===== src/rtl/mul_div_iter_32.sv =====
// Iterative 32-bit multiply/divide unit (MULTU/MULT/DIVU/DIV), one bit per cycle.
// state | meaning: IDLE accept request, BUSY iterate cnt 0..31, DONE result valid one cycle.
module mul_div_iter_32 (
  input  logic        clk,
  input  logic        reset,
  input  logic        en,
  input  logic        squashn,
  input  logic [1:0]  op,
  input  logic [31:0] opA,
  input  logic [31:0] opB,
  output logic        stalled,
  output logic [31:0] hi,
  output logic [31:0] lo
);

  typedef enum logic [1:0] {IDLE = 2'd0, BUSY = 2'd1, DONE = 2'd2} state_t;

  state_t      state, state_nxt;
  logic [5:0]  cnt;
  logic        div_r, neg_lo, neg_hi, div0;
  logic [31:0] a_mag, b_mag, a_in, b_in;
  logic [63:0] acc, acc_step;
  logic [32:0] add_sum, rem_sh, diff;
  logic [31:0] res_hi, res_lo;
  logic        accept, last;

  assign accept = (state == IDLE) && en && squashn;
  assign last   = (state == BUSY) && (cnt == 6'd31);

  always_comb begin
    a_in = (op[0] && opA[31]) ? -opA : opA;
    b_in = (op[0] && opB[31]) ? -opB : opB;
  end

  // acc holds {partial product, multiplier} or {remainder, dividend/quotient}
  always_comb begin
    add_sum = {1'b0, acc[63:32]} + (acc[0] ? {1'b0, a_mag} : 33'd0);
    rem_sh  = {acc[63:32], acc[31]};
    diff    = rem_sh - {1'b0, b_mag};
    if (div_r)
      acc_step = diff[32] ? {rem_sh[31:0], acc[30:0], 1'b0}
                          : {diff[31:0], acc[30:0], 1'b1};
    else
      acc_step = {add_sum, acc[31:1]};
  end

  // divide-by-zero leaves the dividend magnitude as remainder, so the remainder
  // sign fix reproduces the original opA
  always_comb begin
    if (!div_r) begin
      {res_hi, res_lo} = neg_lo ? -acc_step : acc_step;
    end else begin
      res_lo = div0 ? 32'hFFFF_FFFF : (neg_lo ? -acc_step[31:0] : acc_step[31:0]);
      res_hi = neg_hi ? -acc_step[63:32] : acc_step[63:32];
    end
  end

  always_ff @(posedge clk or posedge reset) begin
    if (reset) state <= IDLE;
    else       state <= state_nxt;
  end

  always_comb begin
    state_nxt = state;
    case (state)
      IDLE:    if (en && squashn) state_nxt = BUSY;
      BUSY:    if (cnt == 6'd31)  state_nxt = DONE;
      DONE:    state_nxt = IDLE;
      default: state_nxt = IDLE;
    endcase
    if (!squashn) state_nxt = IDLE;
  end

  always_comb begin
    stalled = en && squashn && (state != DONE) && !reset;
  end

  always_ff @(posedge clk or posedge reset) begin
    if (reset) begin
      cnt    <= 6'd0;
      div_r  <= 1'b0;
      neg_lo <= 1'b0;
      neg_hi <= 1'b0;
      div0   <= 1'b0;
      a_mag  <= 32'd0;
      b_mag  <= 32'd0;
      acc    <= 64'd0;
      hi     <= 32'd0;
      lo     <= 32'd0;
    end else if (!squashn) begin
      cnt <= 6'd0;
    end else if (accept) begin
      cnt    <= 6'd0;
      div_r  <= op[1];
      neg_lo <= op[0] && (opA[31] ^ opB[31]);
      neg_hi <= op[1] && op[0] && opA[31];
      div0   <= op[1] && (opB == 32'd0);
      a_mag  <= a_in;
      b_mag  <= b_in;
      acc    <= op[1] ? {32'd0, a_in} : {32'd0, b_in};
    end else if (state == BUSY) begin
      cnt <= cnt + 6'd1;
      acc <= acc_step;
      if (last) begin
        hi <= res_hi;
        lo <= res_lo;
      end
    end
  end

endmodule

===== config.mk =====
export PLATFORM = sky130hd
export DESIGN_NAME = mul_div_iter_32
export DESIGN_NICKNAME = d
export VERILOG_FILES = /design/src/rtl/mul_div_iter_32.sv
export SDC_FILE = /design/constraint.sdc
export NUM_CORES = 1
export LEC_CHECK = 0
export CAP_MARGIN = 40
export CORE_MARGIN = 2
export CORE_UTILIZATION = 63
export DETAILED_ROUTE_END_ITERATION = 8
export DONT_BUFFER_PORTS = 1
export PLACE_DENSITY_LB_ADDON = 0.2
export SYNTH_ARGS = -nofsm -noshare
export SYNTH_HDL_FRONTEND = slang
export SYNTH_SLANG_ARGS = --single-unit

===== constraint.sdc =====
create_clock -name clk -period 14.4 [get_ports clk]
set_input_delay 2.16 -clock clk [delete_from_list [all_inputs] [get_ports clk]]
set_output_delay 2.16 -clock clk [all_outputs]
set_load 0.02 [all_outputs]

Word-level counts from Yosys, hierarchy flattened:

Index checks and enable logic that the tools add are counted.

* bitwise logic cells: 2
* add/subtract/negate cells: 8
* muxes and demuxes: 21
* reduce and logical (&&, ||, !) cells: 20
* equality and inequality tests: 6

Operators with widths (number)
* 64-bit 2-to-1 mux: 5
* 32-bit 2-to-1 mux: 9
* 32-bit negator: 4
* 64-bit negator: 1
* 32-bit by 32-bit adder with 33-bit output: 1
* 33-bit by 32-bit subtractor with 33-bit output: 1
* 32-bit logical NOT: 1
* 6-bit 2-to-1 mux: 3
* 1-bit logical AND: 12
* 6-bit by 1-bit adder with 6-bit output (second input constant): 1
* 6-bit by 5-bit equality test with 1-bit output (second input constant): 1
* 2-bit 2-to-1 mux: 3
* 3-bit by 2-bit != test with 1-bit output (second input constant): 2
* 2-bit AND reduction: 3
* 2-bit one-hot mux with 2 select lines: 1
* 4-bit AND reduction: 1
* 3-bit by 1-bit != test with 1-bit output (second input constant): 1
* 2-bit by 1-bit equality test with 1-bit output (second input constant): 1
* 2-bit logical NOT: 1
* 2-bit != test (second input constant): 1
* 2-bit nonzero test: 1
* 1-bit logical NOT: 1
* 1-bit inverter: 1
* 1-bit XOR: 1

* register bits: 204
* output and inout port bits: 65
* input port bits: 70
* logic and storage cells: 68

Depth between registers and ports, before layout:

* word-level depth: 7
* mapped depth: 22
* mapped depth without buffers: 22

Worst setup path before layout:

Ideal clock, no wire load.

* path kind: input port to output port
* start point: input squashn
* end point: output stalled
* stages on the path: 2
* buffers on the path: 0
* arrival time: 2705 ps
* data required time: 12240 ps
* setup slack: 9535 ps
* path through: nand2_1 > nor3_1

* word-level cells in the longest chain between the ends: 3

RTL lines
* start: declaration: line 7 `input logic squashn,`
* 1-bit logical AND (3 in series): line 75 `stalled = en && squashn && (state != DONE) && !reset;`
* end: declaration: line 11 `output logic stalled,`

No other way between the ends.

Worst setup path after layout:

* start point: register acc[31]
* end point: register hi[28]

* word-level cells in the longest chain between the ends: 6
* elaborated cells between the ends (all ways): 8
* classes of those cells: add/sub: 3; mux: 5

RTL lines
* start: declaration: line 22 `logic [63:0] acc, acc_step;`
* start signal: assignment: line 100 `acc <= op[1] ? {32'd0, a_in} : {32'd0, b_in};`
* start signal: assignment: line 103 `acc <= acc_step;`
* 33-bit by 32-bit subtractor with 33-bit output: line 39 `diff = rem_sh - {1'b0, b_mag};`
* 64-bit 2-to-1 mux: line 41 `acc_step = diff[32] ? {rem_sh[31:0], acc[30:0], 1'b0}`
* 64-bit 2-to-1 mux (*): line 40 `if (div_r)`
* 64-bit negator or 32-bit negator (tied branches): line 51, 54
* 64-bit 2-to-1 mux or 32-bit 2-to-1 mux (tied branches): line 51, 54
* 32-bit 2-to-1 mux (*): line 50 `if (!div_r) begin`
* end signal: assignment: line 105 `hi <= res_hi;`
* end: declaration: line 12 `output logic [31:0] hi,`

Mark *: on every way between the ends. The rest lies on a longest branch, timed or not.
A chain may end at the register's enable or synchronous reset.

==> results.md <==
- First-pass GRT wire length: 88.2 mm
- Top Ports: 135
- Detail Route met3 WL: 6.01 mm
- VDD IR max: 0.127 mV
- Top-area cell type share of the netlist area: 30.5%
- FILL cells: 2181
- Max-Slew Margin vs Limit: 37.9%
- Post-synthesis sequential area ratio: 30.5%
- TritonCTS clock tree: done
- Clock transition at path regs: 60 ps
- Worst path slowest cell: nor4_2
- CP endpoint kind: register
- Gpl congestion: 1.04
- Vias in the first global route: 15500
- Layout Nets: 2229
- Top cells by count, synth: nand2_1 (325), o21ai_0 (213), dfrtp_1 (204), a21oi_1 (200), nor2_1 (182)
- Hold Vio Cnt, Final: 0
- CP arrival: 6660 ps
- Worst hold path class: register to register
- Syn. warnings: 0
- Final std cells w/o fill: 2439
- Most frequent cell after synthesis: nand2_1
- Post-Syn Area: 0.0167 mm²
- Max stage delay on crit path: 560 ps
- Vias per cell: 6.79
- Initial Util: 64.1%
- Max layer used: met4
- # clock sinks: 204
- Post-synthesis register bit count: 204
- Max Freq: 160 MHz
- Die Height: 167 µm
- Worst-Skew Late Latency: 550 ps
- Area grow syn2layout: 6.60%
- Worst-path cell chain: inv_1, ha_1, inv_1, fa_1, a211oi_1, o211a_1, nor3_4, o21a_4, o31ai_4, nor2_4, a21oi_1, ha_1, nand3_1, nor2_1, nand4bb_1, or3_4, nor4_2, nor2_1, nand3b_1, o41ai_2, xnor2_1, o21ai_1
- DRC viols: 0
- Routed WL per cell: 23.2 µm
- Cts bufs inserted: 23
- PD cells: 208 mW/mm²
- Final Skew: 19.4 ps
- Dominant cells by area after synthesis: dfrtp_1 (31%), nand2_1 (7.3%), o21ai_0 (6.4%)
- I/O Buffers: 0
- Outcome: completed
- Setup repair after global routing missed its margin: no
- Post-DP HPWL: 43.6 mm
- Critical path startpoint category: register
- Rows: 59
- Met2 WL post-DR: 24.0 mm
- Vias: 16600
- Ys flop type: dfrtp_1
- Cells after DPL: 2397
- DR iter-0 viols: 1853
- Critical path class: register to register
- Total Routed Length: 56.6 mm
- Crit path required time: 14820 ps
- Number of synthesized flops with an enable pin: 0
- Area leader, netlist: dfrtp_1
- Final max-slew violation count: 0
- Leak: 7.60 nW
- Final core occ: 68.4%
- # Post-CTS Setup Buffers: 0
- Final period util: 43.3%
- Core area: 0.0261 mm²
- Min Tclk post-route: 6240 ps
- Pwr Total: 3.71 mW
- Max clock buf depth: 3
- Post-route ant nets: 0
- Avg Synthesized Cell Area: 7.77 µm²
- Synth async-reset ratio: 100%
- Grt ovf: 0
- DRT met1 WL: 23.2 mm
- Area of the multi-input gates: 0.0109 mm²
- Die area: 0.0278 mm²
- DRT Pass-1 Iters: 6
- Setup_tns: 0 ps
- Post-Syn Instances: 2151
- Worst slew pin tran: 927 ps
- Max-Cap Viols: 0
- Largest net degree at the start of global routing: 103
- Post-synth cell types: 102
- Worst-path maximum fanout: 9
- Sequential cell area: 0.00511 mm²
- Initial antenna violation count: 0
- Quantity of hold-fixing buffers added after cts: 0
- Syn Nets: 2292
- Die Width: 167 µm
- Gr usage total: 40.3%
- Post-CTS Resized: 0
- Ant diodes: 0
- Root buffer cell: clkbuf_16
- Setup violators final: 0
- Share of cells above drive strength 1: 6.46%
- CTS H-tree depth: 1
-- per-stage QoR --
stage	hold slack, ps	area [µm²]	setup WS [ps]
floorplan	438	16700	6670
global placement	450	16800	8730
detailed placement	463	17000	8430
CTS	476	17800	8340
global route	507	17800	7650
finish	473	17800	8160
-- routing by layer --
layer | vias up | global-route usage (%)
met3 | 184 | 7.89
met1 | 7863 | 55.6
met2 | 960 | 60.5
met5 | - | 0
met4 | 0 | 19.9
li1 | 7564 | -
-- final timing paths --
kind / startpoint / end / slack [ps] / cells after the start
max in group asynchronous: reset / a_mag[5]$_DFFE_PP0P_ / 11300 / 3
max reg2reg: acc[31]$_DFFE_PP0P_ / hi[28]$_DFFE_PP0P_ / 8160 / 22
min: a_mag[31]$_DFFE_PP0P_ / a_mag[31]$_DFFE_PP0P_ / 470 / 2
min in group asynchronous: reset / hi[3]$_DFFE_PP0P_ / 1470 / 1
min reg2reg: a_mag[31]$_DFFE_PP0P_ / a_mag[31]$_DFFE_PP0P_ / 470 / 2
max: acc[31]$_DFFE_PP0P_ / hi[28]$_DFFE_PP0P_ / 8160 / 22
-- sequential cells by signal, indices dropped and copies added, names as in the netlist --
| name | count |
|---|---|
| hi | 32 |
| b_mag | 32 |
| div_r | 1 |
| neg_hi | 1 |
| a_mag | 32 |
| lo | 32 |
| state | 2 |
| div0 | 1 |
| neg_lo | 1 |
| acc | 64 |
| cnt | 6 |
-- cells in the final DEF (no fill, tap or decap), types with 42 or more instances in the layout --
cell and n:
xnor2_1 93, dfrtp_1 203, ha_1 69, nor2_1 182, and2_1 44, xor2_1 70
a21oi_1 199, o21ai_0 213, nand3_1 69, o211ai_1 42, nand2_1 323, nor3_1 55
inv_1 68
-- final cells by class --
cell class                 instances  share of cell area (%)
multi-input combinational       1767                    61.2
sequential                       204                    28.7
clock buffer                      29                    3.58
tap                              335                    2.35
inverter                          70                    1.52
timing repair buffer              22                    1.47
clock inverter                    12                    1.17
-- critical path, delay by kind of cell, from the launching register on --
family	cells	cell delay, ps
simple gates	9	2460
buf+inv	2	190
fa+ha+maj	3	870
compound gates	7	1960
xor+xnor	1	160
flops	1	470
-- power breakdown --
group          switching, mW  internal (mW)  leakage (nW)
registers              0.146          0.676          2.68
clock network          0.261          0.406         0.412
logic                   1.47          0.749          4.51
-- kinds of logic after synthesis --
logic type / Yosys count / share of synthesized area, %
AOI/OAI and AO/OA: 643 / 24.0
xor gates and xnor gates: 163 / 8.54
buffers and inverters: 180 / 4.34
and+or+nand+nor: 845 / 24.4
muxes: 45 / 2.76
adders and majority gates: 71 / 5.41
DFF: 204 / 30.5
Note: power is estimated with default switching activity, not from simulation.
